==> src/rtl/defuse_timer_if.sv <==
// rtl/defuse_timer_if.sv - control and status bundle for the defuse countdown timer
interface defuse_timer_if #(
  parameter int CNT_W = 8
);
  logic             load;
  logic [CNT_W-1:0] load_value;
  logic             pause;
  logic             defuse;
  logic [CNT_W-1:0] secs;
  logic             tick;
  logic             running;
  logic             expired;
  logic             defused;

  // game logic side: issues commands, observes status
  modport master (
    output load, load_value, pause, defuse,
    input  secs, tick, running, expired, defused
  );

  // timer side: accepts commands, reports status
  modport slave (
    input  load, load_value, pause, defuse,
    output secs, tick, running, expired, defused
  );
endinterface

==> src/rtl/defuse_timer.sv <==
// rtl/defuse_timer.sv - prescaled seconds countdown with pause, defuse and expiry status
module defuse_timer #(
  parameter int TICK_DIV = 50_000_000,
  parameter int CNT_W    = 8
) (
  input  logic          clk,
  input  logic          resetn,
  defuse_timer_if.slave bus
);

  localparam int             PW        = $clog2(TICK_DIV);
  localparam logic [PW-1:0]  PRESC_MAX = PW'(TICK_DIV - 1);
  localparam logic [CNT_W-1:0] SECS_ONE = CNT_W'(1);

  typedef enum logic [1:0] {
    S_IDLE,
    S_RUN,
    S_EXPIRED,
    S_DEFUSED
  } state_t;

  state_t           r_state, w_state_nxt;
  logic [CNT_W-1:0] r_secs,  w_secs_nxt;
  logic [PW-1:0]    r_presc, w_presc_nxt;
  logic             r_tick,  w_tick_nxt;

  // state and datapath registers; reset drops everything back to idle at once
  always_ff @(posedge clk or negedge resetn) begin
    if (!resetn) begin
      r_state <= S_IDLE;
      r_secs  <= '0;
      r_presc <= '0;
      r_tick  <= 1'b0;
    end else begin
      r_state <= w_state_nxt;
      r_secs  <= w_secs_nxt;
      r_presc <= w_presc_nxt;
      r_tick  <= w_tick_nxt;
    end
  end

  // next-state logic: load overrides everything, then defuse, then pause, then counting
  always_comb begin
    w_state_nxt = r_state;
    w_secs_nxt  = r_secs;
    w_presc_nxt = r_presc;
    w_tick_nxt  = 1'b0;

    if (bus.load) begin
      w_secs_nxt  = bus.load_value;
      w_presc_nxt = '0;
      w_state_nxt = (bus.load_value != '0) ? S_RUN : S_EXPIRED;
    end else begin
      unique case (r_state)
        S_RUN: begin
          if (bus.defuse) begin
            // freeze secs and prescaler where they are; no final tick can slip through
            w_state_nxt = S_DEFUSED;
          end else if (!bus.pause) begin
            if (r_presc == PRESC_MAX) begin
              w_presc_nxt = '0;
              if (r_secs != '0) begin
                w_tick_nxt = 1'b1;
                w_secs_nxt = r_secs - SECS_ONE;
              end
              if (r_secs <= SECS_ONE) begin
                w_state_nxt = S_EXPIRED;
              end
            end else begin
              w_presc_nxt = r_presc + PW'(1);
            end
          end
        end
        S_EXPIRED: begin
          w_secs_nxt = '0;
        end
        default: begin
          // idle and defused simply hold until the next load
        end
      endcase
    end
  end

  assign bus.secs    = r_secs;
  assign bus.tick    = r_tick;
  assign bus.running = (r_state == S_RUN);
  assign bus.expired = (r_state == S_EXPIRED);
  assign bus.defused = (r_state == S_DEFUSED);

endmodule

==> src/flat_wrapper.sv <==
// flat-port wrapper written by rule: the top's interface ports become plain ports
module defuse_timer_flat 
#(
  parameter int TICK_DIV = 50_000_000,
  parameter int CNT_W    = 8
)
  (clk, resetn, bus_load, bus_load_value, bus_pause, bus_defuse, bus_secs, bus_tick, bus_running, bus_expired, bus_defused);
  defuse_timer_if #(.CNT_W(CNT_W)) bus_i ();
  input  logic clk;
  input  logic resetn;
  input wire logic [$bits(bus_i.load)-1:0] bus_load;
  input wire logic [$bits(bus_i.load_value)-1:0] bus_load_value;
  input wire logic [$bits(bus_i.pause)-1:0] bus_pause;
  input wire logic [$bits(bus_i.defuse)-1:0] bus_defuse;
  output wire logic [$bits(bus_i.secs)-1:0] bus_secs;
  output wire logic [$bits(bus_i.tick)-1:0] bus_tick;
  output wire logic [$bits(bus_i.running)-1:0] bus_running;
  output wire logic [$bits(bus_i.expired)-1:0] bus_expired;
  output wire logic [$bits(bus_i.defused)-1:0] bus_defused;
  assign bus_i.load = bus_load;
  assign bus_i.load_value = bus_load_value;
  assign bus_i.pause = bus_pause;
  assign bus_i.defuse = bus_defuse;
  assign bus_secs = bus_i.secs;
  assign bus_tick = bus_i.tick;
  assign bus_running = bus_i.running;
  assign bus_expired = bus_i.expired;
  assign bus_defused = bus_i.defused;
  defuse_timer #(.TICK_DIV(TICK_DIV), .CNT_W(CNT_W)) u_core (.clk(clk), .resetn(resetn), .bus(bus_i));
endmodule
==> config.mk <==
export PLATFORM = sky130hd
export DESIGN_NAME = defuse_timer_flat
export DESIGN_NICKNAME = d
export VERILOG_FILES = /design/src/rtl/defuse_timer_if.sv /design/src/rtl/defuse_timer.sv /design/src/flat_wrapper.sv
export SDC_FILE = /design/constraint.sdc
export NUM_CORES = 1
export LEC_CHECK = 0
export CORE_MARGIN = 8
export CORE_UTILIZATION = 40
export CTS_CLUSTER_SIZE = 20
export DETAILED_ROUTE_END_ITERATION = 6
export GPL_TIMING_DRIVEN = 0
export PLACE_DENSITY = 0.66
export SLEW_MARGIN = 30
export SYNTH_ARGS = -nofsm -noshare
export SYNTH_HDL_FRONTEND = slang
export SYNTH_SLANG_ARGS = --single-unit
==> constraint.sdc <==
create_clock -name clk -period 2.9 [get_ports clk]
set_input_delay 0.58 -clock clk [delete_from_list [all_inputs] [get_ports clk]]
set_output_delay 0.58 -clock clk [all_outputs]
set_load 0.005 [all_outputs]
==> summary.md <==
| Metric | Value |
|---|---|
| Synth Area in Adders | 0.0210 |
| #FFs+latches synth | 37 |
| Die Area | 8700 um2 |
| Design area | 2840 um2 |
| Die width | 93.3 um |
| Cell Area, Placed | ~2700 um2 |
| Port-buffer cells | 24 |
| Slew Limit Fails | 0 |
| Area grow syn2layout | 19.1% |
| Via Count | between 2000 and 2500 |
| Reg clk slew, reported paths | 0.08 ns |
| Core Util, Final | 0.486 |
| Setup ws final | 0.317 ns |
| Synth area leader | dfrtp_1 |
| Hold Buf Count CTS | 0 |
| Largest net degree at the start of global routing | 25 |
| Clk_lat worst skew | 0.30 ns |
| Cell Pwr Density | 390 nW/um2 |
| Area share of the largest cell type after synthesis | 0.388 |
| CP Capture Type | register |
| Leakage power | 1.05 nW |
| Crit Path Category | input pin to register |
| Io pins | 25 |
| Buf/Inv on CP | 1 |
| Status | finished clean |
| Worst IR Drop VDD | 0.164 mV |
| Mean Syn Cell Area | 9.25 um2 |
| Tot GR Track Use | 0.140 |
| Post-Synthesis Cells | 258 |
| Yosys cell types | 56 |
| Worst-path fanout max | 8 |
| Fin cells | 366 |
| Drt total wl | 5980 um |
| Pre-antenna DRT Iters | 4 |
| GRT overflow | 0 |
| Synth Area in XOR/XNOR | 0.0770 |
| Fin Clk Skew | roughly 0.0093 ns |
| Sequential share of the synthesized area | 0.388 |
| RSZ-0062 raised after global routing | no |
| Setup Slack @ Placement | 0.0456 ns |
| CP required | 3.08 ns |
| Max H-tree Level | 2 |
| Tmin final | 2.58 ns |
| Crit-path slowest cell | nor4b_2 |
| Crit path DAT | between 2 and 3 ns |
| Drt drc | 0 |
| CP startpoint kind | input pin |
| Initial core utilization | 0.408 |
| Post-CTS setup buffers | 0 |
| Fill cells | 546 |
| Max_slew headroom | 0.427 |
| Row cnt | 28 |
| Yosys warnings | 0 |
| Root buf cell | clkbuf_8 |
| Core Region | 5850 um2 |
| Max Freq | 387 MHz |
| Ant diodes | 0 |
| Mapped Area | 2390 um2 |
| Async SR Flop Fraction | 1.00 |
| Fin. Hold Viols | 0 |
| Number of synthesized flops with an enable pin | 0 |
| Worst Max-Slew Pin Slew | 0.853 ns |
| Final setup violation count | 0 |
| Layout cell share with drive strength beyond 1 | 0.117 |
| Hold Crit Class | input pin to asynchronous set/reset pin |
| Gpl congestion | 0.884 |
| CTS Sinks | 37 |
| Compound-Gate Fraction of Synth Area | 0.127 |
| Worst reg-to-reg setup slack | roughly 0.39 ns |
| Synth Area in Simple Gates | 0.341 |
| Placed Cells | 358 |
| Initial antenna violation count | 0 |
| MaxCap Viol Count | 0 |
| PostCTS Resize Cnt | 0 |
| CTS max path bufs | 2 |
| First-pass GRT wire length | 9870 um |
| Period utilization | 0.891 |
| Vias in the first global route | 1988 |
| CTS tree | done |
| Setup TNS | 0 ns |
| Per-cell routed wire length | 16.3 um |
| Die Height | between 90 and 100 um |
| Via/cell ratio | 5.84 |
| Fin nets | roughly 300 |
| DPL Wire Length | 4350 um |
| Cell Chain, Critical Path | clkdlybuf4s50_1 > nor4b_2 > o21ai_1 > nor3_1 > xnor2_1 > nor2_1 |
| Predominant post-synthesis flop cell | dfrtp_1 |
| Top delay family on crit path | simple AND/OR/NAND/NOR gates |
| Post-Syn Nets | approximately 280 |
| Combinational family with the most area after synthesis | simple AND/OR/NAND/NOR gates |
| Antenna viol nets, final | 0 |
| Mux contribution to synthesized area | 0.00472 |
| Max incr delay on CP | 0.74 ns |
| Ranking of synthesized cells by area | dfrtp_1 39%, nor2_1 5.0%, xnor2_1 4.0% |
| DRT iter0 DRCs | roughly 210 |
| CTS Buf Count | 5 |
[kinds of logic (layout without fill, tap and decap cells)]
kind of cell               after synthesis  in the layout
AOI/OAI and AO/OA                       44             44
xor gates and xnor gates                21             21
adders and majority gates                4              4
buffers and inverters                   17             50
DFF                                     37             37
muxes                                    1              1
and+or+nand+nor                        134            134
[cell usage in the layout, fill, tap and decap left out, types with 3 or more instances in the layout]
cell | netlist | routed
and2_1 | 4 | 4
clkdlybuf4s50_1 | 0 | 23
nand2_1 | 14 | 14
or4_1 | 7 | 7
nand4_1 | 8 | 8
a21oi_1 | 10 | 10
ha_1 | 4 | 4
nand3_1 | 17 | 17
dfrtp_1 | 37 | 37
clkbuf_1 | 4 | 4
xnor2_1 | 11 | 11
xor2_1 | 10 | 10
nor3_1 | 13 | 13
nor2_1 | 32 | 32
inv_1 | 7 | 7
clkbuf_8 | 1 | 8
or3_1 | 5 | 5
a32oi_1 | 5 | 5
nand4b_1 | 3 | 3
and4_1 | 3 | 3
o21ai_0 | 11 | 11
nand2b_1 | 4 | 4
nor4_2 | 3 | 4
buf_2 | 2 | 3
[final cells by class]
| type | instances | area (um2) | share of cell area |
|---|---|---|---|
| multi-input combinational | 204 | 1370 | 0.482 |
| sequential | 37 | 926 | 0.326 |
| timing repair buffer | 25 | 255 | 0.0897 |
| clock buffer | 7 | 96.3 | 0.0339 |
| tap | 75 | 93.8 | 0.0330 |
| buffer | 10 | 71.3 | 0.0251 |
| inverter | 7 | 26.3 | 0.00924 |
| clock inverter | 1 | 5.00 | 0.00176 |
[flip-flops by register name (all words and copies together), names as in the netlist]
register / count
u_core.r_presc: 26
u_core.r_state: 2
u_core.bus.tick: 1
u_core.bus.secs: 8
[layer usage]
metal / up-vias / routed length (um) / GRT usage
li1: 1027 / - / -
met1: 1040 / 2730 / 0.176
met2: 64 / 2820 / 0.228
met3: 6 / 350 / 0.0288
met4: 0 / 85 / 0.0550
met5: - / 0 / 0
[synthesized netlist by cell type (7+ instances only)]
library cell and instances:
nand4_1 8, xnor2_1 11, nand2_1 14, dfrtp_1 37
a21oi_1 10, xor2_1 10, inv_1 7, or4_1 7
o21ai_0 11, nand3_1 17, nor2_1 32, nor3_1 13
[worst paths after layout]
check,depth (start not counted),start,endpoint
max in group asynchronous,2,resetn,u_core.r_state[0]
setup / recovery,6,bus_defuse,u_core.r_presc[14]
min in group clk,2,u_core.r_presc[10],u_core.r_presc[10]
hold / removal,1,resetn,u_core.bus.secs[2]
hold reg to reg,2,u_core.r_presc[10],u_core.r_presc[10]
setup reg to reg,7,u_core.r_presc[11],u_core.r_presc[2]
[stage by stage]
| stage | power [mW] | hold slack (ns) |
|---|---|---|
| after global placement | 0.709 | 0.547 |
| after floorplan | 0.627 | 0.284 |
| after detailed placement | 0.712 | 0.515 |
| final | 1.11 | 0.183 |
| after global routing | 1.15 | 0.200 |
| after CTS | 1.12 | 0.197 |
[report_power, final]
| part | switching (mW) | leakage [nW] | internal [mW] | total [mW] |
|---|---|---|---|---|
| Clock | 0.192 | 0.0542 | 0.215 | 0.407 |
| Combinational | 0.0726 | 0.505 | 0.0761 | 0.149 |
| Sequential | 0.0230 | 0.493 | 0.530 | 0.553 |
| Total | 0.288 | 1.05 | 0.821 | 1.11 |
Note: power is estimated with default switching activity, not from simulation.
